--- src/rtl/note_pkg.sv ---
// Shared types for the falling-note engine: signed screen coordinate, slot record,
// and the hit-window test used by each lane.
package note_pkg;

  typedef logic signed [12:0] coord_t;

  typedef struct packed {
    logic   active;
    coord_t y;
  } slot_t;

  // True when the note whose top is at y has its bottom edge within the hit window.
  function automatic logic in_window(coord_t y, int note_h, int hit_y, int hit_win);
    int bottom;
    bottom = int'(y) + note_h;
    return (bottom >= hit_y - hit_win) && (bottom <= hit_y + hit_win);
  endfunction

endpackage

--- src/rtl/note_lane.sv ---
// One lane of the note engine: slot array, lowest-free allocation, scrolling,
// hit/miss judgement and the per-lane "pixel is inside a note" flag.
module note_lane
  import note_pkg::*;
#(
  parameter int SLOTS   = 4,
  parameter int X0      = 80,
  parameter int LANE_W  = 100,
  parameter int NOTE_H  = 40,
  parameter int SPAWN_Y = -40,
  parameter int HIT_Y   = 450,
  parameter int HIT_WIN = 20,
  parameter int SPEED   = 2
) (
  input  logic   clk,
  input  logic   reset,
  input  logic   i_tick,
  input  logic   i_spawn,
  input  logic   i_key_rise,
  input  coord_t i_h,
  input  coord_t i_v,
  output logic   o_free,
  output logic   o_hit,
  output logic   o_miss,
  output logic   o_pix
);

  slot_t            r_slot [SLOTS];
  logic             r_hit, r_miss;
  logic [SLOTS-1:0] w_alloc, w_hit_sel, w_miss_sel;
  logic             w_found_free, w_found_hit, w_in_x, w_in_y;

  // Select spawn slot, hit slot and missed slots from start-of-cycle state.
  always_comb begin
    w_alloc      = '0;
    w_hit_sel    = '0;
    w_miss_sel   = '0;
    w_found_free = 1'b0;
    w_found_hit  = 1'b0;
    w_in_y       = 1'b0;
    w_in_x       = (int'(i_h) >= X0) && (int'(i_h) < X0 + LANE_W);
    for (int s = 0; s < SLOTS; s++) begin
      if (!r_slot[s].active && !w_found_free) begin
        w_alloc[s]   = 1'b1;
        w_found_free = 1'b1;
      end
      // Hits are judged on the pre-scroll position.
      if (i_key_rise && r_slot[s].active && !w_found_hit &&
          in_window(r_slot[s].y, NOTE_H, HIT_Y, HIT_WIN)) begin
        w_hit_sel[s] = 1'b1;
        w_found_hit  = 1'b1;
      end
      // A note that scrolls past the window is missed, unless it is being hit now.
      if (i_tick && r_slot[s].active && !w_hit_sel[s] &&
          (int'(r_slot[s].y) + SPEED + NOTE_H > HIT_Y + HIT_WIN))
        w_miss_sel[s] = 1'b1;
      if (r_slot[s].active && (int'(i_v) >= int'(r_slot[s].y)) &&
          (int'(i_v) < int'(r_slot[s].y) + NOTE_H))
        w_in_y = 1'b1;
    end
  end

  assign o_free = w_found_free;
  assign o_pix  = w_in_x && w_in_y;
  assign o_hit  = r_hit;
  assign o_miss = r_miss;

  // Slot update: free on hit/miss, scroll on tick, allocate on spawn; register pulses.
  always_ff @(posedge clk) begin
    if (reset) begin
      for (int s = 0; s < SLOTS; s++) r_slot[s] <= '0;
      r_hit  <= 1'b0;
      r_miss <= 1'b0;
    end else begin
      r_hit  <= |w_hit_sel;
      r_miss <= |w_miss_sel;
      for (int s = 0; s < SLOTS; s++) begin
        if (w_hit_sel[s] || w_miss_sel[s]) begin
          r_slot[s].active <= 1'b0;
        end else if (r_slot[s].active && i_tick) begin
          r_slot[s].y <= r_slot[s].y + coord_t'(SPEED);
        end else if (i_spawn && w_alloc[s]) begin
          r_slot[s].active <= 1'b1;
          r_slot[s].y      <= coord_t'(SPAWN_Y);
        end
      end
    end
  end

endmodule

--- src/rtl/note_lane_renderer.sv ---
// Falling-note engine plus VGA overlay: owns the scroll tick, key edge detection,
// the spawn handshake and the one-cycle pixel compositing register.
module note_lane_renderer
  import note_pkg::*;
#(
  parameter int LANES      = 4,
  parameter int SLOTS      = 4,
  parameter int LANE_X0    = 80,
  parameter int LANE_PITCH = 120,
  parameter int LANE_W     = 100,
  parameter int NOTE_H     = 40,
  parameter int SPAWN_Y    = -40,
  parameter int HIT_Y      = 450,
  parameter int HIT_WIN    = 20,
  parameter int SPEED      = 2,
  parameter int SCROLL_DIV = 16
) (
  input  logic                                 clk,
  input  logic                                 reset,
  input  logic signed [12:0]                   H_cont,
  input  logic signed [12:0]                   V_cont,
  input  logic [7:0]                           iRed,
  input  logic [7:0]                           iGreen,
  input  logic [7:0]                           iBlue,
  input  logic                                 spawn_valid,
  input  logic [$clog2(LANES > 1 ? LANES : 2)-1:0] spawn_lane,
  output logic                                 spawn_ready,
  input  logic [LANES-1:0]                     key,
  output logic [LANES-1:0]                     hit_mask,
  output logic [LANES-1:0]                     miss_mask,
  output logic [7:0]                           oVGA_R,
  output logic [7:0]                           oVGA_G,
  output logic [7:0]                           oVGA_B
);

  logic [SCROLL_DIV-1:0] r_tick_cnt;
  logic [LANES-1:0]      r_key_q;
  logic [7:0]            r_r, r_g, r_b;
  logic                  w_tick;
  logic [LANES-1:0]      w_key_rise, w_free, w_spawn, w_hit, w_miss, w_pix;

  assign w_tick     = &r_tick_cnt;
  assign w_key_rise = key & ~r_key_q;

  // Free-running scroll divider and key history.
  always_ff @(posedge clk) begin
    if (reset) begin
      r_tick_cnt <= '0;
      r_key_q    <= '0;
    end else begin
      r_tick_cnt <= r_tick_cnt + SCROLL_DIV'(1);
      r_key_q    <= key;
    end
  end

  // Ready reflects the addressed lane; out-of-range lanes are never ready.
  always_comb begin
    spawn_ready = 1'b0;
    w_spawn     = '0;
    for (int i = 0; i < LANES; i++)
      if (int'(spawn_lane) == i) spawn_ready = w_free[i];
    for (int i = 0; i < LANES; i++)
      w_spawn[i] = spawn_valid && spawn_ready && (int'(spawn_lane) == i);
  end

  for (genvar i = 0; i < LANES; i++) begin : g_lane
    note_lane #(
      .SLOTS  (SLOTS),
      .X0     (LANE_X0 + i * LANE_PITCH),
      .LANE_W (LANE_W),
      .NOTE_H (NOTE_H),
      .SPAWN_Y(SPAWN_Y),
      .HIT_Y  (HIT_Y),
      .HIT_WIN(HIT_WIN),
      .SPEED  (SPEED)
    ) u_lane (
      .clk       (clk),
      .reset     (reset),
      .i_tick    (w_tick),
      .i_spawn   (w_spawn[i]),
      .i_key_rise(w_key_rise[i]),
      .i_h       (H_cont),
      .i_v       (V_cont),
      .o_free    (w_free[i]),
      .o_hit     (w_hit[i]),
      .o_miss    (w_miss[i]),
      .o_pix     (w_pix[i])
    );
  end

  assign hit_mask  = w_hit;
  assign miss_mask = w_miss;

  // Composite: notes over hit line over background, one cycle of latency.
  always_ff @(posedge clk) begin
    if (reset) begin
      r_r <= '0;
      r_g <= '0;
      r_b <= '0;
    end else if (|w_pix) begin
      r_r <= 8'd255;
      r_g <= 8'd255;
      r_b <= 8'd255;
    end else if (V_cont == coord_t'(HIT_Y)) begin
      r_r <= 8'd255;
      r_g <= 8'd0;
      r_b <= 8'd0;
    end else begin
      r_r <= iRed;
      r_g <= iGreen;
      r_b <= iBlue;
    end
  end

  assign oVGA_R = r_r;
  assign oVGA_G = r_g;
  assign oVGA_B = r_b;

endmodule

--- config.mk ---
export PLATFORM = sky130hd
export DESIGN_NAME = note_lane_renderer
export DESIGN_NICKNAME = d
export VERILOG_FILES = /design/src/rtl/note_pkg.sv /design/src/rtl/note_lane.sv /design/src/rtl/note_lane_renderer.sv
export SDC_FILE = /design/constraint.sdc
export NUM_CORES = 1
export LEC_CHECK = 0
export CORE_MARGIN = 2
export CORE_UTILIZATION = 50
export CTS_BUF_LIST = sky130_fd_sc_hd__clkbuf_2
export DETAILED_ROUTE_END_ITERATION = 12
export PLACE_DENSITY = 0.67
export SLEW_MARGIN = 20
export SYNTH_ARGS = -nofsm -noshare
export SYNTH_HDL_FRONTEND = slang
export SYNTH_SLANG_ARGS = --single-unit
--- constraint.sdc ---
create_clock -name clk -period 12.05 [get_ports clk]
set_input_delay 2.41 -clock clk [delete_from_list [all_inputs] [get_ports clk]]
set_output_delay 2.41 -clock clk [all_outputs]
set_load 0.02 [all_outputs]
# Word level (Yosys, flattened, before mapping)
# Memories as Yosys holds them, arrays and structs flattened.
# Cells that the tools add are included.
[totals] reg_bits=52 mem_bits_rw=224 out_inout_bits=33 word_cells=844 mem_count=4
[mem_list] name="g_lane[0].u_lane.r_slot" words=4 word_bits=14 read_ports=4 rd_clocked_by_memory_dff=0 write_ports=4 line_no="note_lane.sv:28" text="slot_t r_slot [SLOTS];"
[mem_list] name="g_lane[1].u_lane.r_slot" words=4 word_bits=14 read_ports=4 rd_clocked_by_memory_dff=0 write_ports=4 line_no="note_lane.sv:28"
[mem_list] name="g_lane[2].u_lane.r_slot" words=4 word_bits=14 read_ports=4 rd_clocked_by_memory_dff=0 write_ports=4 line_no="note_lane.sv:28"
[mem_list] name="g_lane[3].u_lane.r_slot" words=4 word_bits=14 read_ports=4 rd_clocked_by_memory_dff=0 write_ports=4 line_no="note_lane.sv:28"
[classes] add_sub_neg=65 magnitude_cmp=88 eq_ne=4 mux=352 n_bitwise=66 reduce_logical=252
[op_table] cell="$add A32 B7 Y32 const B" n=16
[op_table] cell="$gt A32 B10 Y1 const B" n=16
[op_table] cell="$mux W13" n=32
[op_table] cell="$mux W1" n=314
[op_table] cell="$add A13 B3 Y14 const B" n=16
[op_table] cell="$add A13 B7 Y14 const B" n=16
[op_table] cell="$ge A14 B10 Y1 const B" n=16
[op_table] cell="$le A14 B10 Y1 const B" n=16
[op_table] cell="$lt A13 B14 Y1" n=16
[op_table] cell="$add A13 B3 Y13 const B" n=16
[op_table] cell="$ge A13 B13 Y1" n=16
[op_table] cell="$logic_and A1 B1 Y1" n=181
[op_table] cell="$or A1 B1 Y1" n=64
[op_table] cell="$mux W8" n=6
[op_table] cell="$logic_not A1 Y1" n=44
[op_table] cell="$reduce_or A4 Y1" n=9
[op_table] cell="$ge A13 B10 Y1 const B" n=2
[op_table] cell="$lt A13 B10 Y1 const B" n=2
[op_table] cell="$add A16 B1 Y16 const B" n=1
[op_table] cell="$logic_or A1 B1 Y1" n=16
[op_table] cell="$reduce_and A16 Y1" n=1
[op_table] cell="$eq A13 B10 Y1 const B" n=1
[op_table] cell="$ge A13 B8 Y1 const B" n=1
[op_table] cell="$ge A13 B9 Y1 const B" n=1
[op_table] cell="7 further kinds" n=8

# Logic depth before layout (Yosys ltp)
# Gate-level depths: netlist (run 1).
# An unclocked memory read counts as a cell.
[depth] word_depth=28 depth_mapped=18 mapped_depth_nobuf=17

# Hierarchy
# From an unflattened synthesis (run 1), not the netlist that was laid out.
[hier_totals] hier_cells=3767 area_unflattened_um2=31411.4
[modules_own_cells] mod="note_lane at g_lane[2].u_lane" n_inst=1 cells_each=934 area_each_um2=7652.3 seq_area_each_um2=1601.5
[modules_own_cells] mod="note_lane at g_lane[1].u_lane" n_inst=1 cells_each=907 area_each_um2=7508.5 seq_area_each_um2=1601.5
[modules_own_cells] mod="note_lane at g_lane[3].u_lane" n_inst=1 cells_each=892 area_each_um2=7309.5 seq_area_each_um2=1601.5
[modules_own_cells] mod="note_lane at g_lane[0].u_lane" n_inst=1 cells_each=867 area_each_um2=7239.4 seq_area_each_um2=1601.5
[modules_own_cells] mod="note_lane_renderer" n_inst=1 cells_each=167 area_each_um2=1701.6 seq_area_each_um2=880.8

# Worst setup path after synthesis (run 1)
# OpenSTA, ideal clock, no wires.
[synth_path] path_type="input to output" start="input spawn_lane[0] in the netlist's numbering" end="output spawn_ready" arrival_time_ns=3.370 required_time_ns=9.640 slack_ns=6.270 stages=3 n_path_buf=0 path_cell_list="nand2_1 -> o32ai_1 -> a221oi_1"
[synth_via] elab_chain_len=5 elab_cells_between_ends=8 cone_classes="3 x eq/ne; 4 x mux; 1 x reduce/logical"
[synth_rtl] element="start: declaration" line_no="note_lane_renderer.sv:26" text="input logic [$clog2(LANES > 1 ? LANES : 2)-1:0] spawn_lane,"
[synth_rtl] element="$logic_not A2 Y1" line_no="note_lane_renderer.sv:61" text="if (int'(spawn_lane) == i) spawn_ready = w_free[i];"
[synth_rtl] element="$mux W1 (3 in series)" line_no="note_lane_renderer.sv:61"
[synth_rtl] element="$mux W1 (*)" line_no="note_lane_renderer.sv:61"
[synth_rtl] element="end: declaration" line_no="note_lane_renderer.sv:27" text="output logic spawn_ready,"
# Mark *: on every way between the ends. The rest lies on a longest branch, timed or not.

# Worst setup path in the final report (run 1)
# Ends and elaborated chain as after synthesis.

==> flow_metrics.py, run 1 <==
metrics = {
    "routing": {
        "first_iter_violations": 2130,
        "via_count": 31236,
        "drtPass1Iterations": 5,
        "wl_met3_mm": 4.34,
        "post_drt_wl_per_cell_um": 18.1,
        "postRouteAntennaNets": 0,
        "routed_via_density": 6.05,
        "top_layer_used": "met4",
        "drc": 0,
        "wl_met2_mm": 41.9,
        "m1WireLength_mm": 44.8,
        "drt-total-wl_mm": 93.4,
    },
    "global_routing": {
        "grt.overflow.total": 0,
        "grt_pass1_vias": 28954,
        "grt_pass1_wl_mm": 151,
        "grt_max_degree": 50,
        "grt_use_total_pct": 26.1,
        "antenna_found_initial": 3,
    },
    "timing": {
        "final-hold-violation-count": 0,
        "slew_viol_final": 0,
        "skew_ns": 0.130,
        "min_period_over_period_pct": 58.7,
        "setup_viol": 0,
        "fmax_mhz": 141,
        "grt_setup_unrepaired": "false",
        "setup-tns-final_ns": 0,
        "setup_slack_ns": 4.97,
        "relSlewSlack_pct": 18.2,
        "min_period_ns": 7.08,
        "tightest_slew_ns": 1.22,
    },
    "power": {
        "switchingPower_mw": 0.895,
        "power_density_nw_per_um2": 68.6,
        "seqPwrFrac_pct": 43.6,
        "clockPowerShare_pct": 30.4,
        "sw_frac_of_total_pct": 36.3,
        "comb_power_share_pct": 26.0,
        "ir_drop_mv": 0.0423,
        "intPower_mw": 1.57,
        "leakagePower_nw": 13.9,
    },
    "floorplan": {
        "dieArea_sq_um": 70000,
        "start_util_pct": 50.5,
        "die_w_um": 265,
        "rows": 95,
        "fp.coreArea_sq_um": 67200,
        "die_h_um": 265,
        "ioPinCount": 92,
    },
    "critical_path": {
        "critPathKind": "primary input to primary output",
        "cp_max_fo": 6,
        "critPathCaptureType": "primary output",
        "worstSetupStartpointType": "primary input",
        "cp.required_ns": 9.64,
        "arrival_ns": 4.67,
    },
    "yosys": {
        "synth_commonest_cells": "ha_1, inv_1, o21ai_0",
        "synthCells": 4235,
        "syn-cell-area_sq_um": 33900,
        "yosysTopAreaCellShare_pct": 19.4,
        "synth_nets": 4819,
        "yosysTopAreaCell": "ha_1",
        "ys.warnings.count": 0,
        "ys.flop_type": "edfxtp_1",
        "synth_edf_count": 208,
        "ys_ff_latch": 260,
        "ys_seq_area_share_pct": 21.5,
        "synthTopCellsByArea": "ha_1, edfxtp_1, xnor2_1, o21ai_0, inv_1",
        "yosysMostFrequentCell": "ha_1",
        "async_flop_share_pct": 0,
        "syn_avg_cell_area_sq_um": 8.02,
        "ys_types": 99,
    },
    "clock_network": {
        "cts_sinks": 260,
        "clock-root-buffer": "clkbuf_2",
        "cts_tree": "yes",
        "cts_resized": 0,
        "cts-buffers-inserted": 78,
        "cts.path.max_buffers": 3,
        "h-tree-depth": 3,
        "post_cts_buffers": 0,
        "clk_pin_slew_ns": 0.09,
        "clock_latency_ns": 1.14,
        "cts_hold_buffers": 0,
    },
    "placement": {
        "io_buffers": 89,
        "dp_hpwl_mm": 66.7,
        "dp_slack_ns": 5.03,
        "placedCellCount": 5014,
        "dpl_cell_area_sq_um": 35200,
        "place.gp.congestion": 0.906,
    },
    "run_status": {
        "status": "finished clean",
    },
    "finish": {
        "final_cells": 5159,
        "drive_above_1_share_pct": 5.93,
        "nets": 4805,
        "area_growth_pct": 6.02,
        "stdcell_area_sq_um": 36000,
    },
    "min_path": {
        "hp-class": "flip-flop to flip-flop",
    },
    "job": {
        "max_cap_viol_count": 0,
    },
}
[state kept, by name (all words and copies together), names as in the netlist]
signal / flops
oVGA_R: 8
g_lane.u_lane.r_slot: 208
r_tick_cnt: 16
g_lane.u_lane.o_hit: 4
oVGA_G: 8
oVGA_B: 8
r_key_q: 4
g_lane.u_lane.o_miss: 4
[power groups by stage]
stage	Sequential (mW)	Combinational [mW]	Clock, mW
after floorplan	1.05	0.478	0
after detailed placement	1.10	0.634	0
final	1.08	0.642	0.749
after global routing	1.09	0.730	0.815
after CTS	1.08	0.639	0.779
after global placement	1.10	0.622	0
[metal layers]
| metal | GRT usage, % | vias up |
|---|---|---|
| li1 | - | 15697 |
| met1 | 36.0 | 14702 |
| met2 | 42.7 | 685 |
| met3 | 3.48 | 152 |
| met4 | 7.03 | 0 |
| met5 | 0 | - |
[metrics by stage]
stage | utilization (%) | hold WS, ns | power [mW]
3_3_place_gp | 52.4 | 0.425 | 1.72
6_report | 53.6 | 0.457 | 2.47
2_1_floorplan | - | 0.410 | 1.53
4_1_cts | 53.5 | 0.469 | 2.49
5_1_grt | 53.6 | 0.519 | 2.63
3_5_place_dp | 52.4 | 0.444 | 1.73
[path summary, 6_finish.rpt]
check	startpoint	endpoint	slack, ns	cells after the start
worst max-delay path	spawn_lane[0]	spawn_ready	4.97	4
worst min-delay path	r_tick_cnt[0]	r_tick_cnt[0]	0.46	1
worst max register to register	g_lane[3].u_lane.r_slot[0][3]	g_lane[3].u_lane.r_slot[0][8]	6.47	13
worst min register to register	r_tick_cnt[0]	r_tick_cnt[0]	0.46	1
[worst max-delay path, stage by stage]
cell and delay (ns):
clkdlybuf4s50_1 0.65, o32ai_1 0.20, a221oi_1 0.60, clkdlybuf4s50_1 0.80
[cell type report]
cell class | count | area, sq um
Sequential cell | 260 | 7290
Multi-Input combinational cell | 3419 | 24500
Tap cell | 873 | 1090
Clock inverter | 26 | 174
Inverter | 348 | 1310
Fill cell | 6536 | 31200
Antenna cell | 4 | 10.0
Clock buffer | 115 | 576
Timing Repair Buffer | 114 | 1020
[cells in the final DEF, fill, tap and decap left out, drive strengths merged, types with 17 or more instances in the layout]
cell type,synthesis,routed
ha,525,525
inv,341,343
o21ai,315,315
nor2,313,313
nand2,307,307
xnor2,297,297
a21oi,214,214
edfxtp,208,208
nand3,164,164
nor3,151,151
clkbuf,181,115
nand4,93,93
clkdlybuf4s50,1,77
or3,55,55
o211ai,52,52
dfxtp,52,52
nand2b,49,49
a31oi,46,46
a21o,43,43
nor4,42,42
a211oi,41,41
nor2b,38,38
buf,24,37
and2,35,35
o31ai,33,33
o21a,32,32
a2111oi,31,31
mux2i,30,30
o2111ai,27,27
xor2,27,27
nand3b,27,27
nand4b,26,26
or2,25,25
and4,25,25
clkinv,7,25
and3,24,24
a221oi,19,19
a211o,18,18
a21boi,17,17
or4,17,17
[cells by family (layout without fill, tap and decap cells)]
kind of cell | Yosys count | after routing | synth area share (%)
simple gates | 1444 | 1444 | 21.9
compound gates | 1084 | 1084 | 21.2
buf+inv | 556 | 603 | 6.40
fa+ha+maj | 526 | 526 | 19.4
xor+xnor | 327 | 327 | 8.56
flops | 260 | 260 | 21.5
mux | 38 | 38 | 1.15
other cells | 0 | 4 | 0
Note: power is estimated with default switching activity, not from simulation.
==> inputs of run 2 (changes only) <==
--- a/config.mk
+++ b/config.mk
@@ -9,7 +9,7 @@
 export CORE_UTILIZATION = 50
 export CTS_BUF_LIST = sky130_fd_sc_hd__clkbuf_2
 export DETAILED_ROUTE_END_ITERATION = 12
-export PLACE_DENSITY = 0.67
+export PLACE_DENSITY = 0.69
 export SLEW_MARGIN = 20
 export SYNTH_ARGS = -nofsm -noshare
 export SYNTH_HDL_FRONTEND = slang
==> constraint.sdc (replaced) <==
create_clock -name clk -period 5.8 [get_ports clk]
set_input_delay 1.16 -clock clk [delete_from_list [all_inputs] [get_ports clk]]
set_output_delay 1.16 -clock clk [all_outputs]
set_load 0.02 [all_outputs]
==> flow_metrics.py, run 2 (synthesis gave the netlist of run 1 again) <==
metrics = {
    "power": {
        "finalPower_mw": 5.16,
        "ir_drop_mv": 0.0945,
        "power_density_nw_per_um2": 143,
        "leakagePower_nw": 14.0,
    },
    "global_routing": {
        "antenna_found_initial": 2,
        "grt_pass1_vias": 29173,
        "grt.overflow.total": 0,
        "grt_use_total_pct": 26.0,
        "grt_pass1_wl_mm": 150,
        "grt_max_degree": 43,
    },
    "finish": {
        "final_cells": 5180,
        "stdcell_area_sq_um": 36100,
        "layout_commonest_cell": "ha_1",
        "top_register": "g_lane.u_lane.r_slot",
        "top_regs": "g_lane.u_lane.r_slot (208), r_tick_cnt (16)",
        "drive_above_1_share_pct": 6.27,
        "nets": 4824,
        "mostFrequentLayoutCells": "ha_1, inv_1, nor2_1",
        "area_growth_pct": 6.39,
        "largest_reg_flops": 208,
    },
    "critical_path": {
        "reg2regPathDepth": 14,
        "cp-startpoint": "g_lane[3].u_lane.r_slot[0][3]",
        "reg2reg_slack_ns": 0.64,
        "cp_max_fo": 13,
        "worstReg2RegStart": "g_lane[3].u_lane.r_slot[0][3]",
        "worstSetupStartpointType": "flip-flop",
        "critPathKind": "flip-flop to flip-flop",
        "arrival_ns": 5.84,
        "r2r-end": "g_lane[3].u_lane.r_slot[0][7]",
        "cp.required_ns": 6.48,
        "critPathCaptureType": "flip-flop",
    },
    "placement": {
        "place.gp.congestion": 0.920,
        "dpl_cell_area_sq_um": 35300,
        "io_buffers": 89,
        "dp_slack_ns": 0.728,
        "placedCellCount": 5030,
        "dp_hpwl_mm": 68.6,
    },
    "clock_network": {
        "post_cts_buffers": 0,
        "clk_pin_slew_ns": 0.10,
        "clock-root-buffer": "clkbuf_2",
        "h-tree-depth": 3,
        "cts_tree": "yes",
        "cts-buffers-inserted": 81,
        "cts_sinks": 260,
        "cts_hold_buffers": 0,
        "cts.path.max_buffers": 3,
        "clock_latency_ns": 1.11,
        "cts_resized": 0,
    },
    "routing": {
        "routed_via_density": 6.05,
        "first_iter_violations": 2308,
        "drtPass1Iterations": 5,
        "via_count": 31347,
        "drt-total-wl_mm": 92.6,
        "postRouteAntennaNets": 0,
        "drc": 0,
        "post_drt_wl_per_cell_um": 17.9,
    },
    "timing": {
        "min_period_ns": 5.16,
        "slew_viol_final": 0,
        "relSlewSlack_pct": 32.2,
        "tightest_slew_ns": 1.02,
        "setup_viol": 0,
        "grt_setup_unrepaired": "false",
        "fmax_mhz": 194,
        "skew_ns": 0.115,
        "setup-tns-final_ns": 0,
        "setup_slack_ns": 0.642,
        "final-hold-violation-count": 0,
        "min_period_over_period_pct": 88.9,
    },
    "floorplan": {
        "die_w_um": 265,
        "fp.coreArea_sq_um": 67200,
        "rows": 95,
        "ioPinCount": 92,
        "die_h_um": 265,
        "start_util_pct": 50.5,
        "dieArea_sq_um": 70000,
    },
    "min_path": {
        "min_from": "r_tick_cnt[0]",
        "hold_depth": 1,
        "hold_end": "r_tick_cnt[0]",
        "hp-class": "flip-flop to flip-flop",
    },
    "run_status": {
        "status": "finished clean",
    },
    "job": {
        "max_cap_viol_count": 0,
    },
}
-- run 2: cell type report --
class | instances | area (sq um)
clock inverters | 34 | 206
inverters | 348 | 1310
clock buffers | 114 | 571
diodes | 2 | 5.00
fillers | 6448 | 31000
well taps | 873 | 1090
repair buffers | 130 | 1140
flip-flops and latches | 260 | 7290
multi-input cells | 3419 | 24500
-- run 2: per-layer routing --
metal,wire length [um],track usage [%],part of all wire [%],up-vias
li1,-,-,-,15732
met4,2540,8.55,2.7,0
met1,43400,36.0,47,14634
met2,41600,42.1,45,839
met5,0,0,0,-
met3,5100,2.96,5.5,142
-- run 2: power by group --
part | switching, mW | internal, mW
clock network | 0.956 | 0.634
registers | 0.151 | 2.09
logic | 0.776 | 0.560
total | 1.88 | 3.28
-- run 2: metrics by stage --
step / hold slack, ns / util, %
after floorplan: 0.410 / -
after global placement: 0.426 / 52.6
after detailed placement: 0.436 / 52.6
after CTS: 0.428 / 53.8
after global routing: 0.514 / 53.8
final: 0.454 / 53.8
-- run 2: worst max-delay path, stage by stage, from the launching register on --
cell and delay (ns):
edfxtp_1 0.58, ha_1 0.39, nand4_1 0.28, nor2_1 0.31, nand4_1 0.19, a2111oi_0 0.90
nand3b_1 0.15, ha_1 0.31, nor4b_1 0.24, nand3_1 0.11, a211o_1 0.23, o311a_1 0.36
nand4b_1 0.17, buf_4 0.19, nand2_1 0.39
-- run 2: how the worst max path moves through the flow --
stage	endpoint	slack, ns	depth (start not counted)
after floorplan	g_lane[0].u_lane.r_slot[2][10]	0.71	16
after global placement	oVGA_R[4]	0.79	14
after detailed placement	g_lane[3].u_lane.r_slot[0][2]	0.73	14
after CTS	g_lane[3].u_lane.r_slot[0][9]	0.71	14
after global routing	g_lane[3].u_lane.r_slot[0][9]	0.25	14
final	g_lane[3].u_lane.r_slot[0][7]	0.64	14
